File: src/rtl/serial_adder.sv
// Bit-serial WIDTH-bit adder: one full-adder cell stepped LSB first, one bit per clock,
// with a start/busy/done handshake and registered sum/cout/ovf.

module serial_adder_fa (
  input  logic a,
  input  logic b,
  input  logic ci,
  output logic s,
  output logic co
);
  assign s  = a ^ b ^ ci;
  assign co = (a & b) | (a & ci) | (b & ci);
endmodule

// Handshake: start is sampled only while idle (busy=0); the edge that sees start=1 accepts
// a/b/cin. busy stays high until done has pulsed for one cycle; start while busy is dropped.
module serial_adder #(
  parameter int WIDTH = 8
) (
  input  logic             clk,
  input  logic             rst,
  input  logic             start,
  input  logic [WIDTH-1:0] a,
  input  logic [WIDTH-1:0] b,
  input  logic             cin,
  output logic             busy,
  output logic             done,
  output logic [WIDTH-1:0] sum,
  output logic             cout,
  output logic             ovf,
  output logic [1:0]       state_dbg
);

  localparam int CW = (WIDTH > 2) ? $clog2(WIDTH) : 1;
  localparam logic [CW-1:0] LAST = CW'(WIDTH - 1);

  typedef enum logic [1:0] {
    IDLE = 2'd0,
    RUN  = 2'd1,
    DONE = 2'd2
  } state_t;

  state_t           state;
  state_t           state_next;
  logic [WIDTH-1:0] a_sh;
  logic [WIDTH-1:0] b_sh;
  logic [WIDTH-1:0] res_sh;
  logic             carry;
  logic [CW-1:0]    cnt;
  logic             fa_s;
  logic             fa_co;
  logic             last_bit;

  serial_adder_fa u_fa (
    .a  (a_sh[0]),
    .b  (b_sh[0]),
    .ci (carry),
    .s  (fa_s),
    .co (fa_co)
  );

  assign last_bit = (cnt == LAST);

  always_ff @(posedge clk or posedge rst) begin
    if (rst) begin
      state <= IDLE;
    end else begin
      state <= state_next;
    end
  end

  always_comb begin
    state_next = state;
    case (state)
      IDLE:    if (start) state_next = RUN;
      RUN:     if (last_bit) state_next = DONE;
      DONE:    state_next = IDLE;
      default: state_next = IDLE;
    endcase
  end

  assign busy      = (state == RUN) || (state == DONE);
  assign done      = (state == DONE);
  assign state_dbg = state;

  always_ff @(posedge clk or posedge rst) begin
    if (rst) begin
      a_sh   <= '0;
      b_sh   <= '0;
      res_sh <= '0;
      carry  <= 1'b0;
      cnt    <= '0;
      sum    <= '0;
      cout   <= 1'b0;
      ovf    <= 1'b0;
    end else begin
      case (state)
        IDLE: begin
          if (start) begin
            a_sh  <= a;
            b_sh  <= b;
            carry <= cin;
            cnt   <= '0;
          end
        end
        RUN: begin
          a_sh   <= a_sh >> 1;
          b_sh   <= b_sh >> 1;
          res_sh <= {fa_s, res_sh[WIDTH-1:1]};
          carry  <= fa_co;
          cnt    <= cnt + 1'b1;
          if (last_bit) begin
            // carry still holds the carry into the MSB, so ovf is carry-in XOR carry-out there
            sum  <= {fa_s, res_sh[WIDTH-1:1]};
            cout <= fa_co;
            ovf  <= carry ^ fa_co;
          end
        end
        default: ;
      endcase
    end
  end

endmodule

File: config.mk
export PLATFORM = sky130hd
export DESIGN_NAME = serial_adder
export DESIGN_NICKNAME = d
export VERILOG_FILES = /design/src/rtl/serial_adder.sv
export SDC_FILE = /design/constraint.sdc
export NUM_CORES = 1
export LEC_CHECK = 0
export CAP_MARGIN = 20
export CORE_MARGIN = 1
export CORE_UTILIZATION = 51
export DETAILED_ROUTE_END_ITERATION = 6
export HOLD_SLACK_MARGIN = 0.1
export PLACE_DENSITY = 0.8
export SETUP_SLACK_MARGIN = 0.1
export SLEW_MARGIN = 30
export SYNTH_ARGS = -nofsm -noshare
export SYNTH_HDL_FRONTEND = slang
export SYNTH_SLANG_ARGS = --single-unit
File: constraint.sdc
create_clock -name clk -period 2.2 [get_ports clk]
set_clock_uncertainty 0.05 [all_clocks]
set_input_delay 0.44 -clock clk [delete_from_list [all_inputs] [get_ports clk]]
set_output_delay 0.44 -clock clk [all_outputs]
set_load 0.05 [all_outputs]
==> impl_metrics.env <==
export IMPL_routed_wl_mm=3.310
export IMPL_r2r_slack_ns=0.25
export IMPL_rows=21
export IMPL_tightest_slew_ns=0.5282
export IMPL_areaGrowthSynthToFinish_pct=22.07
export IMPL_reg2regPathDepth=4
export IMPL_path_cells="clkdlybuf4s50_1"
export IMPL_cap_violations=0
export IMPL_whs_ns=0.4424
export IMPL_dpl_cell_area_um2=2192
export IMPL_boundaryPins=34
export IMPL_synth_ff_type="dfrtp_1"
export IMPL_yosysUniqueCellTypes=32
export IMPL_synth_net_count=170
export IMPL_critical_path_class="flip-flop to output port"
export IMPL_setup_viol_count_final=0
export IMPL_coreArea_um2=3416
export IMPL_irDropWorstVdd_v=0.0009353
export IMPL_ys_ff_latch=39
export IMPL_routedWlPerCell_um=14.65
export IMPL_fmax_mhz=499.8
export IMPL_critPathArrivalTime_ns=1.51
export IMPL_dr_pass1_iters=4
export IMPL_place_port_buffers=33
export IMPL_nets=205
export IMPL_drt_iter0_drc=59
export IMPL_slew_limit_headroom_pct=64.79
export IMPL_hold_viol=0
export IMPL_yosysWarnings=0
export IMPL_p_per_area_nw_per_um2=1446
export IMPL_multi_input_area_um2=768.2
export IMPL_async_reset_ff_share_pct=100.0
export IMPL_cts_tree="built"
export IMPL_die_height_um=62.56
export IMPL_clk_latency_ns=0.34
export IMPL_ctsHoldBuffers=0
export IMPL_dp_hpwl_mm=2.469
export IMPL_syn_area_um2=1871
export IMPL_fillers=263
export IMPL_grtUsageTotal_pct=19.14
export IMPL_power_leakage_uw=0.001018
export IMPL_overflow=0
export IMPL_clockBufferDepth=2
export IMPL_post_route_cells_drive_above_1_share_pct=27.22
export IMPL_path_max_fanout=2
export IMPL_seq_area_frac_synth_pct=52.17
export IMPL_dieArea_um2=3914
export IMPL_r2r_end="sum[4]"
export IMPL_synth_edf_count=0
export IMPL_grt_pass1_vias=1305
export IMPL_viasPerCell=5.628
export IMPL_r2r_start="state_dbg[1]"
export IMPL_grt_max_degree=40
export IMPL_cts_buffers=5
export IMPL_outcome="finished clean"
export IMPL_regArea_um2=975.9
export IMPL_period_share_pct=90.95
export IMPL_crit_start="sum[1]"
export IMPL_fin_area_um2=2283
export IMPL_startpoint_type="flip-flop"
export IMPL_vias=1272
export IMPL_crit_family="buffers and inverters"
export IMPL_crit_path_end_kind="output port"
export IMPL_rsz0062_at_grt="false"
export IMPL_p_total_uw=3302
export IMPL_slowest_stage="clkdlybuf4s50_1"
export IMPL_die_w_um=62.56
export IMPL_critPathRequiredTime_ns=1.71
export IMPL_slowest_delay_ns=0.80
export IMPL_fin_util_pct=66.85
export IMPL_yosysTopAreaCell="dfrtp_1"
export IMPL_path_buf_inv=1
export IMPL_drv_slew=0
export IMPL_cts_max_level=2
export IMPL_antenna_found_initial=0
export IMPL_antenna_left=0
export IMPL_diodes=0
export IMPL_netlist_area_leader_share_pct=52.17
export IMPL_syn_area_per_cell_um2=12.99
export IMPL_period_needed_ns=2.001
export IMPL_route_detailed_drc=0
export IMPL_gp_congestion=0.7623
export IMPL_cts_root_buf="clkbuf_4"
export IMPL_hold_class="input pin to asynchronous set/reset pin"
export IMPL_cts_num_sinks=39
export IMPL_clkTransAtPathRegs_ns=0.11
export IMPL_synthTopCellsByArea="dfrtp_1, mux2_2, o221a_2"
export IMPL_start_util_pct=54.76
export IMPL_grt_pass1_wl_mm=5.823
export IMPL_tns_ns=0
export IMPL_synth_cells=144
state kept, by name, summed over array words and instances, names as in the netlist:
name,cells
ovf,1
state_dbg,2
cout,1
res_sh,7
a_sh,8
cnt,3
carry,1
b_sh,8
sum,8
final cells by class:
class                   instances  area share (%)
clock inverters                 2           1.534
flip-flops and latches         39           42.74
multi-input cells              88           33.64
well taps                      46           2.521
repair buffers                 37           15.78
inverters                       8           1.534
clock buffers                   6           2.247
layer usage:
metal | up-vias | track usage [%] | wire length, µm
met2 | 36 | 33.42 | 1687
met4 | 0 | 6.395 | 38
li1 | 606 | - | -
met5 | - | 0 | 0
met3 | 4 | 5.474 | 143
met1 | 626 | 22.44 | 1440
power breakdown:
part | internal (µW) | switching (µW) | total, µW
registers | 1020 | 196 | 1210
logic | 712 | 871 | 1580
clock network | 269 | 235 | 504
total | 2000 | 1300 | 3300
synth_stat cells (3+ instances only):
master and n:
mux2_2 16, or3_1 9, nor2_1 5, o221a_2 9
inv_1 7, buf_6 7, o21ai_0 4, o22ai_1 4
dfrtp_1 39, a221oi_2 3, nand3_1 6, nand2_1 3
a21oi_1 4, ha_1 5
cell usage in the layout (no fill, tap or decap):
cell type | netlist | layout
mux2i_1 | 1 | 1
dfrtp_1 | 39 | 39
dlymetal6s2s_1 | 0 | 2
o221a_2 | 9 | 9
clkbuf_8 | 0 | 1
o22a_1 | 1 | 1
or3_1 | 9 | 9
clkinv_2 | 0 | 1
fa_1 | 1 | 1
a211oi_1 | 1 | 1
nor2_4 | 2 | 2
a32oi_1 | 1 | 1
bufinv_16 | 0 | 1
a32o_1 | 1 | 1
o21ai_0 | 4 | 4
o31ai_1 | 1 | 1
o22ai_1 | 4 | 4
xnor2_1 | 1 | 1
clkdlybuf4s50_1 | 0 | 29
nand3_1 | 6 | 6
nor2_1 | 5 | 5
a21oi_1 | 4 | 4
nand2_4 | 2 | 2
nor2b_4 | 2 | 2
buf_4 | 1 | 6
ha_1 | 5 | 5
clkinv_4 | 1 | 1
clkbuf_4 | 0 | 5
inv_1 | 7 | 7
nand2_1 | 3 | 3
a31o_1 | 1 | 1
a221oi_2 | 3 | 3
a22o_1 | 2 | 2
nor3_1 | 1 | 1
nand2b_1 | 2 | 2
mux2_2 | 16 | 16
cell families (layout without fill, tap and decap cells):
| family | Yosys count | in the layout | share of synthesized area [%] |
|---|---|---|---|
| and+or+nand+nor | 32 | 32 | 11.04 |
| muxes | 17 | 17 | 10.17 |
| DFF | 39 | 39 | 52.17 |
| adders and majority gates | 6 | 6 | 4.415 |
| xor gates and xnor gates | 1 | 1 | 0.4683 |
| AOI/OAI and AO/OA | 32 | 32 | 14.98 |
| buffers and inverters | 17 | 53 | 6.756 |
per-stage QoR:
| stage | std cells | setup WS (ns) |
|---|---|---|
| 4_1_cts | 226 | 0.1222 |
| 5_1_grt | 226 | 0.09511 |
| 2_1_floorplan | 144 | 0.2994 |
| 3_5_place_dp | 218 | 0.2329 |
| 6_report | 226 | 0.1990 |
| 3_3_place_gp | 218 | 0.2657 |
worst max path at each step:
stage / to / cells past startpoint / slack (ns)
6_report: sum[1] / 1 / 0.20
3_5_place_dp: sum[4] / 4 / 0.23
2_1_floorplan: b_sh[7] / 6 / 0.30
4_1_cts: state_dbg[0] / 1 / 0.12
5_1_grt: a_sh[0] / 5 / 0.1
3_3_place_gp: b_sh[6] / 4 / 0.27
timing repair:
item / 4_1_cts / 5_1_grt
gates resized for setup: 0 / 2
setup buffers: 0 / 0
endpoints found under the setup margin: 0 / 2
No activity file was read; power rests on OpenSTA's default activity.
